File: src/rtl/wb_sram_burst_pkg.sv
// rtl/wb_sram_burst_pkg.sv - shared FSM encodings and bus constants for the SRAM burst reader
// Contents:
//   ST_IDLE..ST_FLUSH  2-bit state encodings of the burst FSM
//   state_t            enumerated FSM state type built on those encodings
//   WB_WE_READ         write-enable level driven during read cycles
package wb_sram_burst_pkg;

    localparam logic [1:0] ST_IDLE  = 2'd0;
    localparam logic [1:0] ST_ISSUE = 2'd1;
    localparam logic [1:0] ST_DRAIN = 2'd2;
    localparam logic [1:0] ST_FLUSH = 2'd3;

    typedef enum logic [1:0] {
        IDLE  = ST_IDLE,
        ISSUE = ST_ISSUE,
        DRAIN = ST_DRAIN,
        FLUSH = ST_FLUSH
    } state_t;

    // This master only ever reads.
    localparam logic WB_WE_READ = 1'b0;

endpackage

File: src/rtl/wb_fifo_fwft.sv
// rtl/wb_fifo_fwft.sv - synchronous first-word-fall-through FIFO with occupancy count
// Ports:
//   clk_i, rst_i  clock and synchronous active-high reset
//   push          write push_data on this edge
//   push_data     word to store
//   pop           consume the head word on this edge
//   head          current head word (valid while valid is high)
//   valid         FIFO holds at least one word
//   count         number of stored words, 0 to 1<<FBITS
module wb_fifo_fwft #(
    parameter int WIDTH = 32,
    parameter int FBITS = 2
) (
    input  logic             clk_i,
    input  logic             rst_i,
    input  logic             push,
    input  logic [WIDTH-1:0] push_data,
    input  logic             pop,
    output logic [WIDTH-1:0] head,
    output logic             valid,
    output logic [FBITS:0]   count
);

    localparam int DEPTH = 1 << FBITS;
    localparam logic [FBITS:0]   CNT_ONE = 1;
    localparam logic [FBITS-1:0] PTR_ONE = 1;

    logic [WIDTH-1:0] mem [DEPTH];
    logic [FBITS-1:0] rd_ptr;
    logic [FBITS-1:0] wr_ptr;
    logic             full;
    logic             do_push;
    logic             do_pop;

    assign valid = (count != '0);
    assign full  = (count == (FBITS+1)'(DEPTH));
    assign head  = mem[rd_ptr];

    // A push into a full FIFO is still legal when the head leaves on the same edge.
    assign do_push = push && (!full || pop);
    assign do_pop  = pop && valid;

    always_ff @(posedge clk_i) begin
        if (do_push) begin
            mem[wr_ptr] <= push_data;
        end
    end

    always_ff @(posedge clk_i) begin
        if (rst_i) begin
            rd_ptr <= '0;
            wr_ptr <= '0;
            count  <= '0;
        end else begin
            if (do_push) begin
                wr_ptr <= wr_ptr + PTR_ONE;
            end
            if (do_pop) begin
                rd_ptr <= rd_ptr + PTR_ONE;
            end
            case ({do_push, do_pop})
                2'b10:   count <= count + CNT_ONE;
                2'b01:   count <= count - CNT_ONE;
                default: count <= count;
            endcase
        end
    end

endmodule

File: src/rtl/wb_sram_burst_reader.sv
// rtl/wb_sram_burst_reader.sv - pipelined Wishbone burst read master feeding a valid/ready stream
// Ports:
//   clk_i, rst_i            clock and synchronous active-high reset
//   start_i, base_i, len_i  command: read len_i words starting at base_i (sampled when idle)
//   busy_o, done_o          command in progress / one-cycle completion pulse
//   cyc_o, stb_o, we_o,     Wishbone master request side; bst_o flags more strobes to follow
//   bst_o, adr_o
//   ack_i, dat_i            Wishbone acknowledge and read data (ack one cycle after strobe)
//   valid_o, ready_i,       output word stream, first-word fall-through from a small FIFO
//   data_o
module wb_sram_burst_reader
    import wb_sram_burst_pkg::*;
#(
    parameter int WIDTH = 32,
    parameter int MSB   = WIDTH - 1,
    parameter int SBITS = 10,
    parameter int ASB   = SBITS - 1,
    parameter int FBITS = 2,
    parameter int DELAY = 3
) (
    input  logic         clk_i,
    input  logic         rst_i,
    input  logic         start_i,
    input  logic [ASB:0] base_i,
    input  logic [SBITS:0] len_i,
    output logic         busy_o,
    output logic         done_o,
    output logic         cyc_o,
    output logic         stb_o,
    output logic         we_o,
    output logic         bst_o,
    output logic [ASB:0] adr_o,
    input  logic         ack_i,
    input  logic [MSB:0] dat_i,
    output logic         valid_o,
    input  logic         ready_i,
    output logic [MSB:0] data_o
);

    // DELAY only models output skew in simulation; the synthesised logic has none.
    if (DELAY < 0) begin : g_delay_range
    end

    localparam logic [SBITS:0]   CNT_ONE = 1;
    localparam logic [ASB:0]     ADR_ONE = 1;
    localparam logic [SBITS+1:0] DEPTH_W = (SBITS+2)'(1 << FBITS);

    state_t         state;
    state_t         state_next;
    logic [ASB:0]   adr;
    logic [SBITS:0] req_left;
    logic [SBITS:0] outstanding;
    logic           done_r;
    logic           done_next;
    logic           load;
    logic           stb;
    logic           cyc;
    logic           ack_acc;
    logic           ack_dec;
    logic           pop;

    logic [MSB:0]   fifo_head;
    logic           fifo_valid;
    logic [FBITS:0] fifo_count;

    logic [SBITS+1:0] in_flight;
    logic [SBITS+1:0] credit_limit;

    wb_fifo_fwft #(
        .WIDTH (WIDTH),
        .FBITS (FBITS)
    ) u_fifo (
        .clk_i     (clk_i),
        .rst_i     (rst_i),
        .push      (ack_acc),
        .push_data (dat_i),
        .pop       (pop),
        .head      (fifo_head),
        .valid     (fifo_valid),
        .count     (fifo_count)
    );

    assign pop     = fifo_valid && ready_i;
    assign cyc     = (state == ISSUE) || (state == DRAIN);
    assign ack_acc = ack_i && cyc;
    assign ack_dec = ack_acc && (outstanding != '0);

    // Every word already buffered or still on the bus owns a FIFO slot; a pop on
    // this edge frees one, so the limit grows by one in that cycle.
    assign in_flight    = (SBITS+2)'(fifo_count) + (SBITS+2)'(outstanding);
    assign credit_limit = DEPTH_W + (SBITS+2)'(pop);

    always_comb begin
        state_next = state;
        done_next  = 1'b0;
        load       = 1'b0;
        stb        = 1'b0;
        case (state)
            IDLE: begin
                if (start_i) begin
                    if (len_i != '0) begin
                        load       = 1'b1;
                        state_next = ISSUE;
                    end else begin
                        done_next = 1'b1;
                    end
                end
            end
            ISSUE: begin
                stb = (in_flight < credit_limit);
                if (stb && (req_left == CNT_ONE)) begin
                    state_next = DRAIN;
                end
            end
            DRAIN: begin
                if ((outstanding == '0) || ((outstanding == CNT_ONE) && ack_acc)) begin
                    state_next = FLUSH;
                end
            end
            FLUSH: begin
                if (!fifo_valid) begin
                    state_next = IDLE;
                    done_next  = 1'b1;
                end
            end
            default: state_next = IDLE;
        endcase
    end

    always_ff @(posedge clk_i) begin
        if (rst_i) begin
            state       <= IDLE;
            adr         <= '0;
            req_left    <= '0;
            outstanding <= '0;
            done_r      <= 1'b0;
        end else begin
            state  <= state_next;
            done_r <= done_next;
            if (load) begin
                adr      <= base_i;
                req_left <= len_i;
            end else if (stb) begin
                // Natural overflow of the SBITS-wide counter gives the wrap to 0.
                adr      <= adr + ADR_ONE;
                req_left <= req_left - CNT_ONE;
            end
            case ({stb, ack_dec})
                2'b10:   outstanding <= outstanding + CNT_ONE;
                2'b01:   outstanding <= outstanding - CNT_ONE;
                default: outstanding <= outstanding;
            endcase
        end
    end

    assign busy_o  = (state != IDLE);
    assign done_o  = done_r;
    assign cyc_o   = cyc;
    assign stb_o   = stb;
    assign we_o    = WB_WE_READ;
    assign bst_o   = cyc && (req_left > CNT_ONE);
    assign adr_o   = adr;
    assign valid_o = fifo_valid;
    // Hold the stream bus at zero while empty so stale RAM contents never show.
    assign data_o  = fifo_valid ? fifo_head : '0;

endmodule

File: config.mk
export PLATFORM = sky130hd
export DESIGN_NAME = wb_sram_burst_reader
export DESIGN_NICKNAME = d
export VERILOG_FILES = /design/src/rtl/wb_sram_burst_pkg.sv /design/src/rtl/wb_fifo_fwft.sv /design/src/rtl/wb_sram_burst_reader.sv
export SDC_FILE = /design/constraint.sdc
export NUM_CORES = 1
export LEC_CHECK = 0
export CAP_MARGIN = 20
export CELL_PAD_IN_SITES_DETAIL_PLACEMENT = 0
export CELL_PAD_IN_SITES_GLOBAL_PLACEMENT = 1
export CORE_UTILIZATION = 45
export DETAILED_ROUTE_END_ITERATION = 8
export HOLD_SLACK_MARGIN = 0.08
export PLACE_DENSITY_LB_ADDON = 0.1
export SLEW_MARGIN = 20
export SYNTH_ARGS = -nofsm -noshare
export SYNTH_HDL_FRONTEND = slang
export SYNTH_SLANG_ARGS = --single-unit
File: constraint.sdc
create_clock -name clk_i -period 5.2 [get_ports clk_i]
set_input_delay 1.04 -clock clk_i [delete_from_list [all_inputs] [get_ports clk_i]]
set_output_delay 1.04 -clock clk_i [all_outputs]
set_load 0.1 [all_outputs]
# Word-level counts from Yosys, hierarchy flattened
# Memory sizes are Yosys's and may differ from the RTL's. A register that Yosys moved wholly into a read port is not among the register bits.
# Cells that the tools add are included.
# totals
ff_bits,42
ram_bits,128
input_bits,58
memories,1
# classes
n_addsub,10
order_cmp,2
n_eq_ne,15
muxes,25
reduce_logical,22
# mem_list
memory,words,word_bits,read_ports,rd_clocked_by_memory_dff,wr,line,source
u_fifo.mem,4,32,1,1,1,wb_fifo_fwft.sv:28,logic [WIDTH-1:0] mem [DEPTH];
# ops
cell,n
$mux W32,1
$eq A11 B1 Y1 const B,2
$mux W11,2
$pmux W11 S2,1
$reduce_bool A11 Y1,2
$sub A11 B1 Y11 const B,2
$mux W10,2
$mux W2,7
$add A3 B11 Y12,1
$lt A12 B4 Y1,1
$add A11 B1 Y11 const B,1
$gt A11 B1 Y1 const B,1
$logic_not A11 Y1,1
$add A10 B1 Y10 const B,1
$mux W1,9
$eq A2 B2 Y1 const B,4
$logic_and A1 B1 Y1,8
$pmux W2 S4,1
$reduce_bool A2 Y1,4
$eq A2 B1 Y1 const B,3
$ne A2 B2 Y1 const B,3
$pmux W3 S2,1
$reduce_and A5 Y1,1
$add A2 B1 Y2 const B,2
10 further kinds,13

# Logic depth before layout (Yosys ltp)
# Gate-level depths: netlist (run 1).
# logic_depth
depth_word,7
mapped_depth,15
ltp_nobuf,14

# Hierarchy
# Synthesis (run 1) repeated with hierarchy kept, for this count alone.
# hier_totals
cells_unflattened,618
area_unflattened_um2,8104.0
# modules_own_cells
mod,instances,cells_per_inst,area_each_um2
wb_fifo_fwft,1,218,5071.1
wb_sram_burst_reader,1,400,3032.9

# Worst setup path before layout (run 1)
# Ideal clock, no wire load.
# synth_timing
kind,reg2out
from,register outstanding[0]
to,output port stb_o
t_arrival_ps,2827
required_time_ps,4160
slack_ps,1333
stages_incl_launch_ff,9
cell_sequence,dfxtp_1 ha_1 fa_1 a21o_2 a211o_2 o311a_2 nor3_4 nand3_4 inv_1
# synth_via
elab_chain_cells,3
# synth_rtl
element,line,source
"start, declared",wb_sram_burst_reader.sv:52,logic [SBITS:0] outstanding;
"start signal, assigned",wb_sram_burst_reader.sv:149,2'b10: outstanding <= outstanding + CNT_ONE;
"start signal, assigned",wb_sram_burst_reader.sv:150,2'b01: outstanding <= outstanding - CNT_ONE;
"start signal, assigned",wb_sram_burst_reader.sv:151,default: outstanding <= outstanding;
$add A3 B11 Y12,wb_sram_burst_reader.sv:90,assign in_flight = (SBITS+2)'(fifo_count) + (SBITS+2)'(outstanding);
$lt A12 B4 Y1,wb_sram_burst_reader.sv:110,stb = (in_flight < credit_limit);
$mux W1,wb_sram_burst_reader.sv:98,case (state)
"end, declared",wb_sram_burst_reader.sv:29,"output logic stb_o,"
# Every way passes these cells.

# Worst setup path in the final report (run 1)
# Ends and elaborated chain as after synthesis.

==> results of run 1 <==
cells in the mapped netlist, drive strengths merged, types with 2 or more instances:
cell    number
dfxtp       44
nand3b       2
a21oi       19
inv         21
nor2b        3
or3         12
and2        38
a21o         2
clkbuf      18
nand4       12
nand2b       6
a311oi       4
o31ai        3
mux4        32
a31o         2
o311a        2
fa           2
o21ai       14
o22ai        3
nor4b        2
buf         12
nand3       14
nor2        43
o22a         2
nand2       23
nor4        12
and4         3
a211oi      12
xor2        17
a211o        2
ha          20
mux2i        5
xnor2        5
nor3        12
edfxtp     128
and3         9
a31oi        2
nand4b       2
routing by layer:
metal  share of wire  track usage  vias to the layer above  wire length (um)
met3           0.040       0.0397                       16               630
li1                -            -                     2390                 -
met2            0.50        0.327                      112              8030
met1            0.45        0.242                     2442              7100
met4           0.010       0.0537                        0               161
met5               0            0                        -                 0
state kept, by name (all words and copies together), names as in the netlist, named ones only:
signal / count
u_fifo.mem: 128
req_left: 11
outstanding: 11
adr_o: 10
done_o: 1
u_fifo.wr_ptr: 2
u_fifo.rd_ptr: 2
state: 2
u_fifo.count: 3
worst min-delay path: stages (launching register included):
cell,delay (ns)
dfxtp_1,0.34
nand2b_1,0.07
mux2i_1,0.06
metrics by stage:
stage / setup slack [ns] / total power (uW) / cells / util
4_1_cts: 0.735 / 5930 / 908 / 0.574
5_1_grt: 0.620 / 6150 / 908 / 0.574
2_1_floorplan: 1.33 / 4040 / 575 / -
3_5_place_dp: 0.823 / 4710 / 876 / 0.540
6_report: 0.783 / 5880 / 908 / 0.574
3_3_place_gp: 0.958 / 4690 / 876 / 0.540
final timing paths:
path / startpoint / end / cells past startpoint
min reg2reg: state[1] / state[1] / 2
max reg2reg: outstanding[0] / outstanding[6] / 12
max: outstanding[0] / stb_o / 9
min: state[1] / state[1] / 2
cell usage in the layout, fill, tap and decap left out, types with 5 or more instances in the layout:
master,count
dfxtp_1,42
nor2_1,43
and2_1,34
or3_1,11
clkbuf_16,17
and3_1,9
edfxtp_1,128
a21oi_1,18
a211oi_1,12
clkdlybuf4s50_1,101
nand2b_1,6
xnor2_1,5
buf_4,10
nor4_1,12
nand2_1,23
ha_1,20
nand4_1,10
mux4_2,32
nor3_1,11
nand3_1,11
o21ai_0,14
mux2i_1,5
inv_8,6
inv_1,21
xor2_1,17
layout make-up:
| type | instances | share of cell area |
|---|---|---|
| Sequential cell | 172 | 0.491 |
| Multi-Input combinational cell | 352 | 0.300 |
| Tap cell | 220 | 0.0286 |
| Timing Repair Buffer | 111 | 0.113 |
| Inverter | 21 | 0.00819 |
| Clock inverter | 15 | 0.0153 |
| Clock buffer | 17 | 0.0442 |
power by group:
group	switching [uW]	total, uW	internal (uW)
combinational	1970	2790	815
sequential	176	1880	1700
clock	574	1210	639
cell families (layout without fill, tap and decap cells):
group / after synthesis / after routing / share of synthesized area
adders and majority gates: 22 / 22 / 0.0371
buffers and inverters: 51 / 164 / 0.0271
xor gates and xnor gates: 22 / 22 / 0.0247
and+or+nand+nor: 195 / 195 / 0.139
AOI/OAI and AO/OA: 74 / 74 / 0.0665
DFF: 172 / 172 / 0.605
muxes: 38 / 38 / 0.100
other: 1 / 1 / 0.000480
==> flow_summary.yaml, run 1 <==
drt:
  drt_iter0_drc: 220
  wl_um: 15900
  drt.antenna.violating_nets: 0
  detail_route.vias_per_cell: 5.46
  wl_per_cell_um: 17.5
  detailedRoute.firstPassIterationCount: 4
  drc: 0
  num_vias: 4960
cells_and_area:
  post_route_cells_drive_above_1_share: 0.138
  multi_input_area_mm2: 0.00288
  final_area_mm2: 0.00962
  ff_latch_area_mm2: 0.00473
  area_growth_syn_to_layout_pct: 23.2
  num-fill-cells: 1334
  num-nets-final: 755
  antenna_cells: 0
sta:
  finalSetupTns_ns: 0
  worst_slew_margin_rel: 0.340
  grt_setup_unrepaired: "no"
  timing.final.crit_period_ns: 4.42
  layout_worst_path_cycle_share: 0.850
  setup_viol_count_final: 0
  timing.fmax_mhz: 226
  worstMarginPinSlew_ns: 0.987
  slew_viol_final: 0
  finalHoldViolCount: 0
  fin_worst_hold_slack_ns: 0.514
  fin_skew_ns: 0.0111
clocking:
  cts_resized: 0
  number_of_setup_buffers_added_after_cts: 0
  cts.root.buffer_cell: "clkbuf_16"
  clk_latency_ns: 0.43
  cts_hold_buf: 0
  tritoncts: "yes"
  cts-buffers-inserted: 17
  numClockSinks: 172
  cts.path.max_buffers: 2
  htree_levels: 4
  clock_pin_slew_reported_for_the_worst_setup_and_hold_paths_after_clock_tree_synthesis_ns: 0.07
worst_setup_path:
  kind_of_launch_point_of_the_worst_setup_path: "flip-flop"
  path_delay_family: "adder cells"
  critPathKind: "reg2out"
  crit_path_capture_type: "output port"
  worst_ep_arrival_time_ns: 3.38
  slowest_delay_ns: 0.47
  required_ns: 4.16
  crit_slowest_cell: "nor3_4"
  cp_max_fo: 10
  regToRegSetupSlack_ns: 1.12
  cp_cell_sequence: "ha_1 -> fa_1 -> a21o_2 -> a211o_2 -> o311a_2 -> nor3_4 -> nand3_4 -> inv_1 -> buf_4"
  crit_path_buffers_inverters: 2
placement:
  place.detailed.hpwl_um: 10400
  port_buffers: 105
  postPlaceCellArea_mm2: 0.00905
  routability_congestion_estimate: 0.813
yosys:
  synth-seq-area-share: 0.605
  synth_area_per_cell_um2: 13.6
  synth_edf_count: 128
  post_synth_main_area_contributors: "edfxtp_1, dfxtp_1, mux4_2, ha_1, and2_1"
  synthArstFlopShare: 0
  synth_cells: 575
  synth_seq_cells: 172
  synth.cell_area_mm2: 0.00781
  synth_fp_nets: 655
  synth.largest_area_cell: "edfxtp_1"
  yosys_synthesis_warning_count: 0
  synth_top_area_frac: 0.492
  synthDistinctLibCells: 59
  dominant_register_cell_in_the_synthesized_netlist: "edfxtp_1"
die:
  rows: 47
  design.die.area_mm2: 0.0179
  design.core.area_mm2: 0.0168
  pin_count: 107
  initial_core_util: 0.466
  die-width_um: 134
  floorplan.die.height_um: 134
power_and_ir_drop:
  ir_drop_mv: 0.670
  power.density_cell_area_mw_per_mm2: 611
  p_leak_uw: 0.00325
flow_run:
  maxCapViolCount: 0
global_route:
  grt_first_pass_wirelength_um: 25800
  grt.total_usage: 0.190
  first_global_vias: 5022
  grt_overflow: 0
  grt_start_max_net_pins: 35
  antenna_found_initial: 0
worst_hold_path:
  hold_path_class: "reg2reg"
run_status:
  result_of_the_run: "finished clean"
No activity file was read; power rests on OpenSTA's default activity.
==> run 2: changes to the inputs <==
CORE_UTILIZATION = 41   (was 45)
clock period = 3.6 ns   (was 5.2 ns; I/O delays follow)
==> run 2 against run 1 <==
Register-to-register slack got worse by 0.82 ns. Critical path depth rose by 1. First-iteration DRC count is 17% lower.
==> flow_summary.yaml, run 2 (synthesized netlist as in run 1, its figures left out) <==
drt:
  drt.antenna.violating_nets: 0
  drt_iter0_drc: 183
  wl_um: 16800
  wl_per_cell_um: 17.9
  num_vias: 5072
  detailedRoute.firstPassIterationCount: 4
  drc: 0
  detail_route.vias_per_cell: 5.42
placement:
  postPlaceCellArea_mm2: 0.00911
  place.detailed.hpwl_um: 11000
  port_buffers: 105
  routability_congestion_estimate: 0.780
  pre_cts_setup_slack_ns: 0.164
worst_hold_path:
  hold_path_class: "reg2reg"
  hold_crit_start: "state[1]"
  worstHoldEndpoint: "state[1]"
  worst_hold_path.num_cells: 2
run_status:
  result_of_the_run: "finished clean"
sta:
  grt_setup_unrepaired: "yes"
  post-route-worst-setup-slack_ns: 0.116
  finalHoldViolCount: 0
  timing.final.crit_period_ns: 3.48
  worstMarginPinSlew_ns: 0.991
  slew_viol_final: 0
  fin_worst_hold_slack_ns: 0.525
  worst_slew_margin_rel: 0.337
  fin_skew_ns: 0.0104
  setup_viol_count_final: 0
  layout_worst_path_cycle_share: 0.968
  timing.fmax_mhz: 287
  finalSetupTns_ns: 0
die:
  die-width_um: 140
  rows: 50
  design.core.area_mm2: 0.0187
  floorplan.die.height_um: 140
  pin_count: 107
  design.die.area_mm2: 0.0196
  initial_core_util: 0.418
clocking:
  htree_levels: 4
  clk_latency_ns: 0.42
  cts_hold_buf: 0
  cts.root.buffer_cell: "clkbuf_16"
  tritoncts: "yes"
  cts.path.max_buffers: 2
  clock_pin_slew_reported_for_the_worst_setup_and_hold_paths_after_clock_tree_synthesis_ns: 0.06
  numClockSinks: 172
  cts-buffers-inserted: 17
power_and_ir_drop:
  p_leak_uw: 0.00337
  power.density_cell_area_mw_per_mm2: 884
  report.power.total_uw: 8600
  ir_drop_mv: 0.676
cells_and_area:
  layout_top_registers: "u_fifo.mem: 128 flops, outstanding: 11 flops, req_left: 11 flops"
  post_route_cells_drive_above_1_share: 0.207
  num-nets-final: 768
  final_cell_mix: "edfxtp_1, clkdlybuf4s50_1, buf_4"
  area_growth_syn_to_layout_pct: 24.5
  final_common_cell: "edfxtp_1"
  num-fill-cells: 1621
  final_area_mm2: 0.00973
  largest-register: "u_fifo.mem"
  largest_register_ff_count: 128
worst_setup_path:
  required_ns: 2.88
  cp_cell_sequence: "ha_2 -> fa_2 -> a21o_2 -> a211o_2 -> o311a_2 -> nor3_4 -> nand3_4 -> buf_8 -> inv_2 -> buf_12"
  crit_slowest_cell: "dfxtp_4"
  kind_of_launch_point_of_the_worst_setup_path: "flip-flop"
  crit_start: "outstanding[0]"
  r2r_cells: 12
  slowest_delay_ns: 0.38
  reg2reg_from: "outstanding[0]"
  crit_path_capture_type: "output port"
  regToRegEndpoint: "outstanding[10]"
  regToRegSetupSlack_ns: 0.30
  critPathKind: "reg2out"
  cp_max_fo: 8
  worst_ep_arrival_time_ns: 2.76
global_route:
  first_global_vias: 5216
  grt_first_pass_wirelength_um: 26900
  grt.total_usage: 0.178
  antenna_found_initial: 1
  grt_start_max_net_pins: 35
  grt_overflow: 0
flow_run:
  maxCapViolCount: 0
-- run 2: cell types whose count changed in the layout (fill, tap and decap cells not counted), moves of 2 or more --
cell,previous run,this run
buf_4,10,52
clkdlybuf4s50_1,101,68
buf_12,0,3
clkinv_4,3,0
inv_8,6,3
clkinvlp_4,1,3
inv_6,3,5
-- run 2: worst max-delay path by stage --
stage	depth (start not counted)	end
after floorplan	8	stb_o
after global placement	11	outstanding[8]
after detailed placement	11	outstanding[10]
after CTS	10	stb_o
after global routing	10	stb_o
final	10	stb_o
-- run 2: area by class of cell --
class	count	area (um^2)	area share
Timing Repair Buffer	124	1150	0.118
Clock buffer	18	429	0.0441
Tap cell	234	293	0.0301
Clock inverter	14	151	0.0156
Inverter	21	78.8	0.00810
Sequential cell	172	4730	0.486
Multi-Input combinational cell	352	2900	0.298
Antenna cell	1	2.50	0.000257
-- run 2: metrics by stage --
stage	instances	util
global placement	902	0.487
detailed placement	902	0.487
CTS	934	0.518
finish	936	0.520
global route	935	0.520
floorplan	575	-
-- run 2: layer usage --
metal,part of all wire,vias to the layer above,GRT usage
met2,0.51,116,0.317
met5,0,-,0
li1,-,2412,-
met1,0.43,2527,0.212
met3,0.043,17,0.0390
met4,0.014,0,0.0671
-- run 2: worst max-delay path, delay by kind of cell, from the launching register on --
kind | cells | cell delay [ns]
flops | 1 | 0.38
compound gates | 3 | 0.66
fa+ha+maj | 2 | 0.57
buf+inv | 3 | 0.40
simple gates | 2 | 0.33
-- run 2: power by group --
group          switching [uW]  internal (uW)
sequential                216           2460
clock                     805            982
combinational            2930           1200
total                    3960           4650
-- run 2: repair_timing --
action,4_1_cts,5_1_grt
gates cloned,0,0
setup buffers,0,1
endpoints found under the setup margin,1,2
resized for setup,3,6
pin swaps,1,1
==> run 3: changes to the inputs <==
CORE_UTILIZATION = 45   (was 41)
clock period = 3.3 ns   (was 3.6 ns; I/O delays follow)
==> run 3 against run 2 <==
Setup slack worse by 0.088 ns. Combinational power up 27%. Non-clock buffer count grew 11. Register-to-register slack got worse by 0.14 ns. Clock skew is 0.0025 ns lower. First-iteration DRC count is 60% higher. Final cell count down 0.53%. Clock power grew 8%. Die area shrank 8.8%. Design area grew 6.0%. Count of clock-buffer cells in the layout is 1 lower. Critical path type unchanged. Largest cell class unchanged.
==> flow_summary.yaml, run 3 (synthesized netlist as in run 1, its figures left out) <==
clocking:
  clock_pin_slew_reported_for_the_worst_setup_and_hold_paths_after_clock_tree_synthesis_ns: 0.07
  htree_levels: 4
  cts.root.buffer_cell: "clkbuf_16"
  cts_hold_buf: 0
  cts-buffers-inserted: 17
  cts.path.max_buffers: 2
  clk_latency_ns: 0.42
  tritoncts: "yes"
  numClockSinks: 172
sta:
  grt_setup_unrepaired: "yes"
  finalSetupTns_ns: 0
  worst_slew_margin_rel: 0.549
  layout_worst_path_cycle_share: 0.992
  worstMarginPinSlew_ns: 0.670
  timing.fmax_mhz: 306
  slew_viol_final: 0
  setup_viol_count_final: 0
  fin_worst_hold_slack_ns: 0.526
  finalHoldViolCount: 0
  fin_skew_ns: 0.00783
  timing.final.crit_period_ns: 3.27
cells_and_area:
  num-nets-final: 779
  largest-register: "u_fifo.mem"
  largest_register_ff_count: 128
  utilization_after_layout: 0.616
  post_route_cells_drive_above_1_share: 0.255
  layout_top_registers: "u_fifo.mem: 128 flops, outstanding: 11 flops, req_left: 11 flops"
  antenna_cells: 0
  final_cell_mix: "edfxtp_1, clkdlybuf4s50_1, nor2_1"
  num-fill-cells: 1281
  final_common_cell: "edfxtp_1"
  area_growth_syn_to_layout_pct: 32.1
placement:
  place.detailed.hpwl_um: 11000
  routability_congestion_estimate: 0.814
  port_buffers: 105
global_route:
  grt_first_pass_wirelength_um: 27400
  first_global_vias: 5353
  antenna_found_initial: 0
  grt_start_max_net_pins: 37
  grt.total_usage: 0.201
  grt_overflow: 0
worst_setup_path:
  required_ns: 2.64
  slowest_delay_ns: 0.35
  reg2reg_from: "u_fifo.count[0]"
  cp_cell_sequence: "ha_4 -> fa_2 -> a21o_4 -> buf_6 -> a21oi_4 -> o22ai_4 -> nor3_4 -> nand3_4 -> buf_8 -> clkinvlp_4 -> buf_12"
  kind_of_launch_point_of_the_worst_setup_path: "flip-flop"
  regToRegSetupSlack_ns: 0.16
  critPathKind: "reg2out"
  worst_ep_arrival_time_ns: 2.61
  path_delay_family: "buffers and inverters"
  crit_path_buffers_inverters: 4
  crit_slowest_cell: "dfxtp_4"
  crit_path_capture_type: "output port"
  crit_start: "u_fifo.count[0]"
  cp_max_fo: 2
die:
  design.core.area_mm2: 0.0168
  pin_count: 107
  initial_core_util: 0.466
  floorplan.die.height_um: 134
  rows: 47
  die-width_um: 134
  design.die.area_mm2: 0.0179
drt:
  num_vias: 5183
  drt.antenna.violating_nets: 0
  detailedRoute.firstPassIterationCount: 4
  drt_iter0_drc: 293
  drc: 0
  wl_per_cell_um: 18.2
  wl_um: 16900
  detail_route.vias_per_cell: 5.57
run_status:
  result_of_the_run: "finished clean"
power_and_ir_drop:
  p_leak_uw: 0.00356
  power.density_cell_area_mw_per_mm2: 980
  ir_drop_mv: 0.956
worst_hold_path:
  hold_path_class: "reg2reg"
  hold_crit_start: "u_fifo.rd_ptr[1]"
flow_run:
  maxCapViolCount: 0
[run 3: cell count changes in the layout (fill, tap and decap cells not counted), sizes merged]
cell and delta:
clkinvlp +2, diode -1, clkinv -2, buf +22
clkbuf -1, clkdlybuf4s50 -11
[run 3: layout make-up]
class                   count  area (um^2)  area share
well taps                 220          275      0.0267
multi-input cells         352         2990       0.290
clock inverters            14          149      0.0144
flip-flops and latches    172         4740       0.459
clock buffers              17          425      0.0412
repair buffers            135         1660       0.160
inverters                  21         82.6     0.00800
[run 3: metrics by stage]
stage / total power [uW] / setup WS, ns / instances / instance area [um^2]
global route: 10500 / -0.0561 / 931 / 10300
detailed placement: 8120 / 0.0520 / 892 / 9570
CTS: 10100 / -0.0556 / 930 / 10200
floorplan: 6390 / -0.00135 / 575 / 7840
global placement: 8070 / 0.103 / 892 / 9570
finish: 10100 / 0.0272 / 931 / 10300
[run 3: where the power goes]
group	leakage, uW	total, uW	internal [uW]	switching (uW)
Clock	0.000271	1940	1070	877
Sequential	0.00152	2930	2680	246
Combinational	0.00177	5240	1890	3350
[run 3: routing by layer]
layer / vias up / track usage / wire [um]
li1: 2431 / - / -
met4: 0 / 0.0593 / 238
met1: 2599 / 0.246 / 7370
met3: 18 / 0.0416 / 690
met2: 135 / 0.356 / 8640
met5: - / 0 / 0
[run 3: worst min-delay path, delay by kind of cell (launching register included)]
kind / cells / cell delay [ns]
flip-flops: 1 / 0.32
XOR/XNOR: 1 / 0.07
AND/OR/NAND/NOR: 1 / 0.10
[run 3: path summary, 6_finish.rpt]
kind | endpoint | cells after the start
setup / recovery | stb_o | 11
hold / removal | flip-flop | 2
setup reg to reg | outstanding[10] | 14
hold reg to reg | flip-flop | 2
[run 3: repair_timing]
item,in CTS,in global routing
gates resized for setup,11,16
endpoints found under the setup margin,1,6
endpoints found under the hold margin,0,0
pin swaps,6,9
buffers inserted,7,1
